[config.mk]
export PLATFORM = sky130hd
export DESIGN_NAME = assoc_cache_wb
export DESIGN_NICKNAME = d
export VERILOG_FILES = /design/src/rtl/assoc_cache_wb.sv
export SDC_FILE = /design/constraint.sdc
export NUM_CORES = 1
export LEC_CHECK = 0
export CAP_MARGIN = 5
export CORE_MARGIN = 2
export CORE_UTILIZATION = 55
export DETAILED_ROUTE_END_ITERATION = 8
export PLACE_DENSITY = 0.77
export SLEW_MARGIN = 30
export SYNTH_ARGS = -nofsm -noshare
export SYNTH_HDL_FRONTEND = slang
export SYNTH_SLANG_ARGS = --single-unit
export TNS_END_PERCENT = 50
[constraint.sdc]
create_clock -name clock -period 14.01 [get_ports clock]
set_clock_uncertainty 0.05 [all_clocks]
set_input_delay 1.401 -clock clock [delete_from_list [all_inputs] [get_ports clock]]
set_output_delay 1.401 -clock clock [all_outputs]
set_load 0.01 [all_outputs]
[src/rtl/assoc_cache_wb.sv]
// N-way set-associative write-back/write-allocate cache, true-LRU; optional stats via CACHE_STATS_EN.
// Hit completes 2 cycles after the req edge; misses wait on mem_ack; cpu_req while busy is dropped.
module assoc_cache_wb #(
   parameter int ADDR_W   = 5,
   parameter int DATA_W   = 8,
   parameter int NUM_SETS = 2,
   parameter int NUM_WAYS = 4
) (
   input  logic              clock,
   input  logic              reset,
   input  logic              cpu_req,
   input  logic              cpu_wren,
   input  logic [ADDR_W-1:0] cpu_addr,
   input  logic [DATA_W-1:0] cpu_wdata,
   output logic [DATA_W-1:0] cpu_rdata,
   output logic              cpu_done,
   output logic              cpu_busy,
   output logic              hit,
   output logic              mem_req,
   output logic              mem_wren,
   output logic [ADDR_W-1:0] mem_addr,
   output logic [DATA_W-1:0] mem_wdata,
   input  logic [DATA_W-1:0] mem_rdata,
   input  logic              mem_ack,
   output logic [2:0]        state,
   output logic [15:0]       hit_count,
   output logic [15:0]       miss_count
);
   localparam int SET_W = $clog2(NUM_SETS);
   localparam int TAG_W = ADDR_W - SET_W;
   localparam int AGE_W = $clog2(NUM_WAYS);

   typedef enum logic [2:0] {
      IDLE      = 3'd0,
      LOOKUP    = 3'd1,
      WRITEBACK = 3'd2,
      REFILL    = 3'd3
   } state_t;

   state_t state_q, state_d;

   logic              valid_q [NUM_SETS][NUM_WAYS];
   logic              valid_d [NUM_SETS][NUM_WAYS];
   logic              dirty_q [NUM_SETS][NUM_WAYS];
   logic              dirty_d [NUM_SETS][NUM_WAYS];
   logic [AGE_W-1:0]  age_q   [NUM_SETS][NUM_WAYS];
   logic [AGE_W-1:0]  age_d   [NUM_SETS][NUM_WAYS];
   logic [TAG_W-1:0]  tag_q   [NUM_SETS][NUM_WAYS];
   logic [TAG_W-1:0]  tag_d   [NUM_SETS][NUM_WAYS];
   logic [DATA_W-1:0] data_q  [NUM_SETS][NUM_WAYS];
   logic [DATA_W-1:0] data_d  [NUM_SETS][NUM_WAYS];

   logic              wren_q, wren_d;
   logic [ADDR_W-1:0] addr_q, addr_d;
   logic [DATA_W-1:0] wdata_q, wdata_d;
   logic [AGE_W-1:0]  victim_q, victim_d;
   logic              mem_req_q, mem_req_d;
   logic              cpu_done_q, cpu_done_d;
   logic              hit_q, hit_d;
   logic [DATA_W-1:0] cpu_rdata_q, cpu_rdata_d;

   logic [SET_W-1:0]  set_idx;
   logic [TAG_W-1:0]  tag_in;
   logic              hit_any;
   logic [AGE_W-1:0]  hit_way;
   logic              inv_found;
   logic [AGE_W-1:0]  vict_way;
   logic              touch;
   logic [AGE_W-1:0]  touch_way;
   logic [AGE_W-1:0]  touch_age;

   assign set_idx = addr_q[SET_W-1:0];
   assign tag_in  = addr_q[ADDR_W-1:SET_W];

   // Tag match and victim choice: first invalid way wins, otherwise the LRU way.
   always_comb begin
      hit_any   = 1'b0;
      hit_way   = '0;
      inv_found = 1'b0;
      vict_way  = '0;
      for (int w = 0; w < NUM_WAYS; w++) begin
         if (valid_q[set_idx][w] && (tag_q[set_idx][w] == tag_in)) begin
            hit_any = 1'b1;
            hit_way = AGE_W'(w);
         end
         if (!inv_found && !valid_q[set_idx][w]) begin
            inv_found = 1'b1;
            vict_way  = AGE_W'(w);
         end
      end
      if (!inv_found) begin
         for (int w = 0; w < NUM_WAYS; w++) begin
            if (age_q[set_idx][w] == AGE_W'(NUM_WAYS - 1)) begin
               vict_way = AGE_W'(w);
            end
         end
      end
   end

   always_comb begin
      state_d     = state_q;
      valid_d     = valid_q;
      dirty_d     = dirty_q;
      age_d       = age_q;
      tag_d       = tag_q;
      data_d      = data_q;
      wren_d      = wren_q;
      addr_d      = addr_q;
      wdata_d     = wdata_q;
      victim_d    = victim_q;
      mem_req_d   = mem_req_q;
      cpu_done_d  = 1'b0;
      hit_d       = 1'b0;
      cpu_rdata_d = cpu_rdata_q;
      touch       = 1'b0;
      touch_way   = '0;
      touch_age   = '0;

      case (state_q)
         IDLE: begin
            if (cpu_req) begin
               wren_d  = cpu_wren;
               addr_d  = cpu_addr;
               wdata_d = cpu_wdata;
               state_d = LOOKUP;
            end
         end
         LOOKUP: begin
            if (hit_any) begin
               touch     = 1'b1;
               touch_way = hit_way;
               if (wren_q) begin
                  data_d[set_idx][hit_way]  = wdata_q;
                  dirty_d[set_idx][hit_way] = 1'b1;
                  cpu_rdata_d               = wdata_q;
               end else begin
                  cpu_rdata_d = data_q[set_idx][hit_way];
               end
               cpu_done_d = 1'b1;
               hit_d      = 1'b1;
               state_d    = IDLE;
            end else begin
               victim_d  = vict_way;
               mem_req_d = 1'b1;
               if (valid_q[set_idx][vict_way] && dirty_q[set_idx][vict_way]) begin
                  state_d = WRITEBACK;
               end else begin
                  state_d = REFILL;
               end
            end
         end
         WRITEBACK: begin
            if (mem_req_q && mem_ack) begin
               dirty_d[set_idx][victim_q] = 1'b0;
               mem_req_d                  = 1'b0;
               state_d                    = REFILL;
            end
         end
         REFILL: begin
            // Arriving from WRITEBACK, mem_req is low for one cycle before the refill read.
            if (!mem_req_q) begin
               mem_req_d = 1'b1;
            end else if (mem_ack) begin
               tag_d[set_idx][victim_q]   = tag_in;
               valid_d[set_idx][victim_q] = 1'b1;
               if (wren_q) begin
                  data_d[set_idx][victim_q]  = wdata_q;
                  dirty_d[set_idx][victim_q] = 1'b1;
                  cpu_rdata_d                = wdata_q;
               end else begin
                  data_d[set_idx][victim_q]  = mem_rdata;
                  dirty_d[set_idx][victim_q] = 1'b0;
                  cpu_rdata_d                = mem_rdata;
               end
               touch      = 1'b1;
               touch_way  = victim_q;
               cpu_done_d = 1'b1;
               mem_req_d  = 1'b0;
               state_d    = IDLE;
            end
         end
         default: begin
            mem_req_d = 1'b0;
            state_d   = IDLE;
         end
      endcase

      if (touch) begin
         touch_age = age_q[set_idx][touch_way];
         for (int j = 0; j < NUM_WAYS; j++) begin
            if (age_q[set_idx][j] < touch_age) begin
               age_d[set_idx][j] = age_q[set_idx][j] + AGE_W'(1);
            end
         end
         age_d[set_idx][touch_way] = '0;
      end
   end

   always_ff @(posedge clock or posedge reset) begin
      if (reset) begin
         state_q     <= IDLE;
         wren_q      <= 1'b0;
         addr_q      <= '0;
         wdata_q     <= '0;
         victim_q    <= '0;
         mem_req_q   <= 1'b0;
         cpu_done_q  <= 1'b0;
         hit_q       <= 1'b0;
         cpu_rdata_q <= '0;
         for (int s = 0; s < NUM_SETS; s++) begin
            for (int w = 0; w < NUM_WAYS; w++) begin
               valid_q[s][w] <= 1'b0;
               dirty_q[s][w] <= 1'b0;
               age_q[s][w]   <= AGE_W'(w);
               tag_q[s][w]   <= '0;
               data_q[s][w]  <= '0;
            end
         end
      end else begin
         state_q     <= state_d;
         wren_q      <= wren_d;
         addr_q      <= addr_d;
         wdata_q     <= wdata_d;
         victim_q    <= victim_d;
         mem_req_q   <= mem_req_d;
         cpu_done_q  <= cpu_done_d;
         hit_q       <= hit_d;
         cpu_rdata_q <= cpu_rdata_d;
         valid_q     <= valid_d;
         dirty_q     <= dirty_d;
         age_q       <= age_d;
         tag_q       <= tag_d;
         data_q      <= data_d;
      end
   end

   assign state     = state_q;
   assign cpu_busy  = (state_q != IDLE);
   assign cpu_done  = cpu_done_q;
   assign hit       = hit_q;
   assign cpu_rdata = cpu_rdata_q;
   assign mem_req   = mem_req_q;
   assign mem_wren  = (state_q == WRITEBACK);

   always_comb begin
      mem_addr  = '0;
      mem_wdata = '0;
      if (state_q == WRITEBACK) begin
         mem_addr  = {tag_q[set_idx][victim_q], set_idx};
         mem_wdata = data_q[set_idx][victim_q];
      end else if (state_q == REFILL) begin
         mem_addr = addr_q;
      end
   end

`ifdef CACHE_STATS_EN
   logic [15:0] hit_count_q, hit_count_d;
   logic [15:0] miss_count_q, miss_count_d;

   always_comb begin
      hit_count_d  = hit_count_q;
      miss_count_d = miss_count_q;
      if (cpu_done_d && hit_d && (hit_count_q != 16'hFFFF)) begin
         hit_count_d = hit_count_q + 16'd1;
      end
      if (cpu_done_d && !hit_d && (miss_count_q != 16'hFFFF)) begin
         miss_count_d = miss_count_q + 16'd1;
      end
   end

   always_ff @(posedge clock or posedge reset) begin
      if (reset) begin
         hit_count_q  <= '0;
         miss_count_q <= '0;
      end else begin
         hit_count_q  <= hit_count_d;
         miss_count_q <= miss_count_d;
      end
   end

   assign hit_count  = hit_count_q;
   assign miss_count = miss_count_q;
`else
   assign hit_count  = 16'h0000;
   assign miss_count = 16'h0000;
`endif

endmodule

== Word-level counts from Yosys, hierarchy flattened ==
Index checks and enable logic that the tools add are counted.

* Logic and storage cells: 271
* Register bits after elaboration: 158

* Reductions and logical operators: 30
* Order comparisons: 13
* Eq/ne operators: 18
* Bitwise operators: 14
* Muxes and demuxes: 143
* $add $sub $neg: 4

{| class="wikitable"
|+ Operators with widths
! operator !! count
|-
| 2-to-1 mux 64 bit || 5
|-
| bitwise mux 64 bit || 3
|-
| 2-to-1 mux 16 bit || 12
|-
| 2-to-1 mux 8 bit || 23
|-
| 2-to-1 mux 32 bit || 5
|-
| one-hot mux 64 bit (2 select lines) || 1
|-
| bitwise mux 16 bit || 4
|-
| demux 32 bit (select 1 bit) || 2
|-
| 2-to-1 mux 4 bit || 12
|-
| demux 8 bit (select 1 bit) || 5
|-
| 2-to-1 mux 2 bit || 17
|-
| binary-select mux 8 bit (select 2 bit) || 2
|-
| bitwise mux 32 bit || 1
|-
| demux 8 bit (select 2 bit) || 2
|-
| 2-to-1 mux 1 bit || 25
|-
| OR 8 bit || 3
|-
| one-hot mux 8 bit (3 select lines) || 1
|-
| AND 16 bit || 1
|-
| demux 16 bit (select 1 bit) || 1
|-
| equality test 4 bit || 4
|-
| inverter 16 bit || 1
|-
| one-hot mux 8 bit (2 select lines) || 1
|-
| logical AND 1 bit || 13
|-
| greater-or-equal comparator 3 bit (second input constant) || 4
|-
| 38 further kinds || 74
|}

== Depth between registers and ports, before layout ==
Gate-level depths: netlist of the first run.

* Word-level depth: 29
* Depth in mapped cells: 15
* Gate-level depth less buffers: 13

== Worst setup path after synthesis of the first run ==
No wires, ideal clock.

* Kind: register to output
* Start point: register addr_q[0]
* End point: output mem_wdata[0]
* Path slack: 10.037 ns
* Arrival time: 2.522 ns
* Path buffers: 6
* Cell stages (with the launch flop): 10
* Required time: 12.559 ns
* Path through: dfrtp_1 > buf_4 > buf_2 > buf_1 > buf_2 > clkbuf_1 > clkbuf_1 > mux4_2 > mux2i_1 > nor2_1

* Word-level cells in the longest chain between the ends: 8

{| class="wikitable"
|+ RTL lines
! item !! line !! source
|-
| from (decl) || 54 || <nowiki>logic [ADDR_W-1:0] addr_q, addr_d;</nowiki>
|-
| from (signal assigned) || 222 || <nowiki>addr_q <= addr_d;</nowiki>
|-
| inverter 1 -> 2 bit (not written as such) || 250 || <nowiki>mem_wdata = data_q[set_idx][victim_q];</nowiki>
|-
| 2-to-1 mux 32 bit (not written as such) (3 in series) || 250 ||
|-
| binary-select mux 8 bit (select 2 bit) || 250 ||
|-
| 2-to-1 mux 8 bit (not written as such) (2 in series) || 250 ||
|-
| 2-to-1 mux 8 bit || 248 || <nowiki>if (state_q == WRITEBACK) begin</nowiki>
|-
| to (decl) || 22 || <nowiki>output logic [DATA_W-1:0] mem_wdata,</nowiki>
|}

Every way passes these cells. The select of a mux whose other input is x is not followed.

== Worst setup path after layout of the first run ==
* Start point: register addr_q[0]
* End point: register age_q[15] (netlist bit)

* Word-level cells in the longest chain between the ends: 29
* Elaborated cells between the ends (all ways): 70

{| class="wikitable"
|+ RTL lines
! item !! line !! source
|-
| inverter 1 -> 2 bit (not written as such) * || n/a ||
|-
| 2-to-1 mux 16 bit (not written as such) (3 in series) || 82 || <nowiki>if (valid_q[set_idx][w] && (tag_q[set_idx][w] == tag_in)) begin</nowiki>
|-
| equality test 4 bit || 82 ||
|-
| logical AND 1 bit || 82 ||
|-
| 2-to-1 mux 1 bit (4 in series) || 82 ||
|-
| 2-to-1 mux 2 bit || 129 || <nowiki>if (hit_any) begin</nowiki>
|-
| one-hot mux 2 bit (2 select lines) || 119 || <nowiki>case (state_q)</nowiki>
|-
| inverter 2 -> 3 bit (not written as such) || 189, 195 ||
|-
| [... 8 more ...] || n/a ||
|-
| 2-to-1 mux 16 bit || 188 || <nowiki>if (touch) begin</nowiki>
|-
| bitwise mux 16 bit || 192 || <nowiki>age_d[set_idx][j] = age_q[set_idx][j] + AGE_W'(1);</nowiki>
|-
| 2-to-1 mux 16 bit || 191 || <nowiki>if (age_q[set_idx][j] < touch_age) begin</nowiki>
|-
| 2-to-1 mux 16 bit || 188 ||
|-
| bitwise mux 16 bit || 192 ||
|-
| 2-to-1 mux 16 bit || 191 ||
|-
| 2-to-1 mux 16 bit || 188 ||
|-
| AND 16 bit (no source line) || n/a ||
|-
| to (signal, indexed assignment) || 214 || <nowiki>age_q[s][w] <= AGE_W'(w);</nowiki>
|-
| to (signal assigned) || 231 || <nowiki>age_q <= age_d;</nowiki>
|-
| to (decl) || 46 || <nowiki>logic [AGE_W-1:0] age_q [NUM_SETS][NUM_WAYS];</nowiki>
|}

Mark *: on every way between the ends. The rest lies on a longest branch, timed or not. The select of a mux whose other input is x is not followed.
A chain may end at the register's enable or synchronous reset.

==> metrics.cfg, run 1 <==
[yosys]
synth_enable_flop_cells=0
synth_area_um2=9670
ys_types=84
synthArstFlopShare_pct=100
ys.flop_type=dfrtp_1
synth-seq-cells=157
yosysSeqAreaShare_pct=40.7
yosys_warnings=0
syn_inst=899
avgSynthCellArea_um2=10.8

[floorplan]
rows=48
die_width_um=137
start_util_pct=56.1
design.die.area_um2=18700
io_pins=87
die_h_um=137
core_um2=17200

[timing]
slew_headroom_pct=40.5
timing.final.crit_share_pct=35.8
fmax_mhz=199
fin_setup_tns_ns=0
maxSlewViolCount=0
fin_crit_ns=5.02
setup_viol=0
finalWorstSetupSlack_ns=8.99
tightest_slew_ns=0.890
hold_violations=0
rsz0062_at_grt=no

[clocking]
cts_buffers=17
clock_path_buffers=2
cts.clk_slew.worst_paths_ns=0.07
cts_root_buf=clkbuf_16
worstSkewPairLatency_ns=0.45
cts_max_level=4
postCtsSetupRepairBufs=0
cts_resized=0
cts_tree=built
clkSinkCount=157
cts_hold_buf=0

[global_route]
antenna_found_initial=0
overflow=0
grt_usage_pct=31.7
grt_pass1_wl_um=44400
grt_max_degree=99
grt_pass1_vias=7840

[drt]
wl_um=28100
viasPerCell=6.76
wl_per_cell_um=24.0
first_pass_iters=6
ant_nets=0
drtIter0Drc=955
drc=0
vias=7910

[worst_setup_path]
crit_path_max_incr_delay_ns=0.75
reg2reg_depth=13
cp_max_fo=63
crit_buf_inv=1
cp_cell_sequence=buf_4, nand2_1, o22a_1, or4_1, nand2_4, a21oi_1, a222oi_1, a21boi_0, ha_1, nor2_1, a31oi_2, nor3b_1, a22o_1
critPathRequiredTime_ns=14.34
end_kind=flop
critPathTopFamily=simple AND/OR/NAND/NOR gates
crit_arrival_ns=5.35
cp.depth=13
cpMaxStageDelayCell=dfrtp_4
critPathKind=flop to flop
cp-start-kind=flop

[placement]
place_hpwl_um=18500
portBuffers=53
dp_slack_ns=9.08
gp_congestion=0.916

[worst_hold_path]
hold_path_class=flop to flop
whs_path_depth=2

[power]
total_power_mw=2.59
peakVddDrop_uv=140
leakage_nw=4.60
power_density_nw_per_um2=239

[flow_run]
drv_cap=0

[layout]
nets=966
antenna_cells=0
drive_gt1_share_pct=23.9
areaGrowthSynthToFinish_pct=12.1

[outcome]
status=completed

[power by group]
part           switching [mW]  leakage (nW)  internal, mW
Combinational           0.789          2.26         0.547
Clock                   0.215         0.300         0.269
Sequential              0.171          2.03         0.604
[synth_stat cells, types with 7 or more instances]
| master | n | area share (%) |
|---|---|---|
| dfstp_2 | 8 | 2.2 |
| or2_2 | 11 | 0.71 |
| o22ai_1 | 72 | 4.7 |
| nor2_1 | 51 | 2.0 |
| inv_1 | 15 | 0.58 |
| xnor2_1 | 18 | 1.6 |
| a21oi_1 | 26 | 1.3 |
| mux2_2 | 112 | 13 |
| buf_2 | 10 | 0.52 |
| clkbuf_1 | 31 | 1.2 |
| o21ai_0 | 37 | 1.9 |
| and2_1 | 8 | 0.52 |
| mux4_2 | 27 | 6.3 |
| ha_1 | 8 | 1.0 |
| nand2_1 | 62 | 2.4 |
| nor3_1 | 8 | 0.41 |
| buf_4 | 34 | 2.6 |
| nand2b_1 | 10 | 0.65 |
| mux2i_1 | 43 | 4.5 |
| dfrtp_1 | 149 | 39 |
| a21o_1 | 7 | 0.54 |
| nand3_1 | 24 | 1.2 |
[final cells by class]
class | count | area (um^2)
fillers | 1376 | 6390
multi-input cells | 676 | 5340
flip-flops and latches | 157 | 3940
repair buffers | 64 | 613
clock buffers | 17 | 425
well taps | 225 | 282
clock inverters | 15 | 175
inverters | 16 | 67.6
[per-stage QoR]
| stage | hold slack (ns) | std cells | cell area (um^2) | util, % |
|---|---|---|---|---|
| 2_1_floorplan | 0.401 | 931 | 9790 | - |
| 3_3_place_gp | 0.417 | 1138 | 10200 | 59.4 |
| 3_5_place_dp | 0.436 | 1138 | 10200 | 59.4 |
| 4_1_cts | 0.446 | 1170 | 10800 | 62.9 |
| 5_1_grt | 0.467 | 1170 | 10800 | 62.9 |
| 6_report | 0.454 | 1170 | 10800 | 62.9 |
[routing by layer]
| layer | vias to the layer above | track usage (%) | share of wire (%) |
|---|---|---|---|
| met5 | - | 0 | 0 |
| met3 | 88 | 9.93 | 11 |
| li1 | 3383 | - | - |
| met1 | 3906 | 42.4 | 40 |
| met4 | 0 | 13.1 | 3.4 |
| met2 | 533 | 47.9 | 46 |
[cell usage in the layout (no fill, tap or decap), drive strengths merged, types with 6 or more instances in the layout]
| master | n |
|---|---|
| a21oi | 30 |
| dfrtp | 149 |
| a211oi | 6 |
| nor2 | 54 |
| o21ai | 41 |
| or2 | 13 |
| and2 | 9 |
| nand2b | 10 |
| mux2 | 118 |
| o22ai | 72 |
| mux4 | 27 |
| xnor2 | 18 |
| buf | 11 |
| a21o | 7 |
| mux2i | 44 |
| nand3 | 26 |
| clkdlybuf4s50 | 53 |
| inv | 24 |
| nor3 | 8 |
| dfstp | 8 |
| nor4 | 8 |
| conb | 33 |
| ha | 8 |
| clkbuf | 17 |
| nand2 | 63 |
[final timing paths]
check,from,to,slack [ns]
worst min-delay path,age_q[8],age_q[8],0.45
worst max-delay path,addr_q[0],age_q[15],8.99
worst min register to register,age_q[8],age_q[8],0.45
max in group asynchronous,reset,data_q[11],11.21
worst max register to register,addr_q[0],age_q[15],8.99
min in group asynchronous,reset,hit,1.42
[cells by family after synthesis]
kind of cell | count (synthesis) | synth area share (%)
AO/OA/AOI/OAI | 214 | 15.2
AND/OR/NAND/NOR | 211 | 11.2
multiplexers | 189 | 24.6
flip-flops | 157 | 40.7
buffers and inverters | 98 | 5.33
XOR/XNOR | 21 | 1.90
adder cells (fa/ha/maj) | 8 | 1.03
other | 1 | 0.0388
[sequential cells by signal, summed over array words and instances (netlist names)]
| signal | cells |
|---|---|
| dirty_q | 8 |
| wren_q | 1 |
| wdata_q | 8 |
| cpu_rdata | 8 |
| cpu_done | 1 |
| state | 2 |
| valid_q | 8 |
| victim_q | 2 |
| mem_req | 1 |
| data_q | 64 |
| addr_q | 5 |
| tag_q | 32 |
| hit | 1 |
| age_q | 16 |
[tightest hold or removal path: stages (launching register included)]
cell	delay (ns)
dfstp_2	0.38
o31ai_1	0.06
a21boi_1	0.06
(Power assumes the default switching activity.)
==> inputs of run 2 (changes only) <==
==> constraint.sdc (replaced) <==
create_clock -name clock -period 4.8 [get_ports clock]
set_clock_uncertainty 0.05 [all_clocks]
set_input_delay 0.48 -clock clock [delete_from_list [all_inputs] [get_ports clock]]
set_output_delay 0.48 -clock clock [all_outputs]
set_load 0.01 [all_outputs]
==> run 2 against run 1 <==
Compared with the run above: cell area rose by 0.78%; setup slack lost 8.5 ns; critical path type unchanged; register-to-register slack got worse by 8.5 ns; largest cell class unchanged; clock power grew to 2.9 times the previous value.
==> metrics.cfg, run 2 (synthesis gave the netlist of run 1 again) <==
[power]
power_switching_mw=3.41  ; +190%
p_int_mw=4.20  ; +200%
total_power_mw=7.61  ; +190%
clockPowerShare_pct=18.3  ; -0.3 points
power_density_nw_per_um2=696  ; +190%
comb_power_share_pct=51.9  ; +0.4 points
seq_power_share_pct=29.8  ; about the same
peakVddDrop_uv=408  ; +190%
leakage_nw=4.64  ; +0.93%
sw_frac_of_total_pct=44.8  ; -0.46 points

[worst_setup_path]
end_kind=flop
r2r_start=addr_q[1]
critPathKind=flop to flop
crit_arrival_ns=4.54  ; -0.81 ns
cp-start-kind=flop
cp_max_fo=16  ; -75%
r2r_setup_slack_ns=0.53  ; -8.46 ns
critPathRequiredTime_ns=5.07  ; -9.27 ns
rr_endpoint=age_q[7]
reg2reg_depth=12  ; -1

[global_route]
grt_pass1_wl_um=44400  ; about the same
grt_usage_pct=31.7  ; -0.035 points
antenna_found_initial=0  ; unchanged
overflow=0  ; unchanged
grt_max_degree=92  ; -7.1%
grt_pass1_vias=7908  ; +0.87%

[timing]
whs_ns=0.320  ; -0.134 ns
maxSlewViolCount=0  ; unchanged
fmax_mhz=234  ; +18%
slew_headroom_pct=36.4  ; -4.1 points
rsz0062_at_grt=no
setup_viol=0  ; unchanged
fin_crit_ns=4.27  ; -0.754 ns
fin_setup_tns_ns=0  ; unchanged
tightest_slew_ns=0.954  ; +0.0645 ns
timing.final.crit_share_pct=88.9  ; +53 points
hold_violations=0  ; unchanged
finalWorstSetupSlack_ns=0.532  ; -8.46 ns

[layout]
largest_reg_flops=64  ; unchanged
areaGrowthSynthToFinish_pct=13.0
antenna_cells=0  ; unchanged
final_cells=1179  ; +0.77%
layout_common_cells=dfrtp_1 (148), mux2_2 (112), o22ai_1 (72)
fin_util_pct=63.4  ; +0.49 points
drive_gt1_share_pct=24.5  ; +0.61 points
largest-register=data_q
final_common_cell=dfrtp_1
reg_top3=data_q: 64 flops, tag_q: 32 flops, age_q: 16 flops
nets=975  ; +0.93%
final_area_um2=10900  ; +0.78%

[floorplan]
core_um2=17200  ; unchanged
design.die.area_um2=18700  ; unchanged
rows=48  ; unchanged
start_util_pct=56.1  ; unchanged
die_width_um=137  ; unchanged
die_h_um=137  ; unchanged
io_pins=87  ; unchanged

[clocking]
clock_path_buffers=2  ; unchanged
worstSkewPairLatency_ns=0.44  ; about the same
postCtsSetupRepairBufs=0  ; unchanged
cts_hold_buf=0  ; unchanged
cts_max_level=4  ; unchanged
cts_resized=0  ; unchanged
clkSinkCount=157  ; unchanged
cts_root_buf=clkbuf_16
cts_tree=built
cts.clk_slew.worst_paths_ns=0.07  ; about the same
cts_buffers=17  ; unchanged

[placement]
dp_slack_ns=0.628  ; -8.45 ns
place_hpwl_um=18600  ; +0.80%
gp_congestion=0.924  ; +0.88%
portBuffers=53  ; unchanged
placed_area_um2=10300  ; +0.59%
dp.cells=1146  ; +0.70%

[drt]
drc=0  ; unchanged
viasPerCell=6.77  ; about the same
ant_nets=0  ; unchanged
first_pass_iters=5  ; -1
drtIter0Drc=930  ; -2.6%
wl_per_cell_um=24.2  ; +1.1%
wl_um=28600  ; +1.9%
vias=7977  ; +0.85%

[worst_hold_path]
hold_path_class=input pin to async pin

[flow_run]
drv_cap=0  ; unchanged

[outcome]
status=completed

## run 2: cell types whose count changed in the layout (fill, tap and decap cells not counted), moves of 2 or more
cell / delta
clkbuf_8: +3
inv_6: -2
inv_8: -3
clkinv_4: +2
buf_4: +8
## run 2: layout make-up
| class | instances | area [um^2] |
|---|---|---|
| Inverter | 16 | 65.1 |
| Clock buffer | 21 | 470 |
| Clock inverter | 11 | 130 |
| Fill cell | 1342 | 6310 |
| Tap cell | 225 | 282 |
| Sequential cell | 157 | 3940 |
| Timing Repair Buffer | 73 | 701 |
| Multi-Input combinational cell | 676 | 5340 |
## run 2: worst max path at each step
stage | end | start | slack, ns | cells past startpoint
after floorplan | addr_q[0] | reset | 0.05 | 1
after global placement | age_q[7] | addr_q[0] | 0.71 | 12
after detailed placement | age_q[7] | addr_q[0] | 0.63 | 12
after CTS | age_q[7] | addr_q[0] | 0.58 | 12
after global routing | age_q[7] | addr_q[0] | 0.28 | 12
final | age_q[7] | addr_q[1] | 0.53 | 12
## run 2: worst max-delay path, stage by stage (launching register included)
cell and delay (ns):
dfrtp_1 0.72, xnor2_1 0.20, a32oi_1 0.19, or4_1 0.72
nand2_4 0.25, a21oi_1 0.16, a222oi_1 0.34, a21boi_0 0.52
ha_1 0.33, nor2_1 0.14, a31oi_2 0.08, a21o_1 0.22
a22o_1 0.23
## run 2: metal layers
metal,vias up,global-route usage (%),wire length (um)
li1,3400,-,-
met1,3889,43.1,11500
met2,558,45.7,12400
met3,130,8.85,3260
met4,0,17.6,1480
met5,-,0,0
## run 2: power groups by stage
stage / clock (mW) / sequential, mW / combinational (mW)
3_5_place_dp: 0 / 2.26 / 3.80
5_1_grt: 1.45 / 2.32 / 4.19
3_3_place_gp: 0 / 2.25 / 3.74
6_report: 1.39 / 2.27 / 3.95
2_1_floorplan: 0 / 2.02 / 2.90
4_1_cts: 1.40 / 2.25 / 3.84
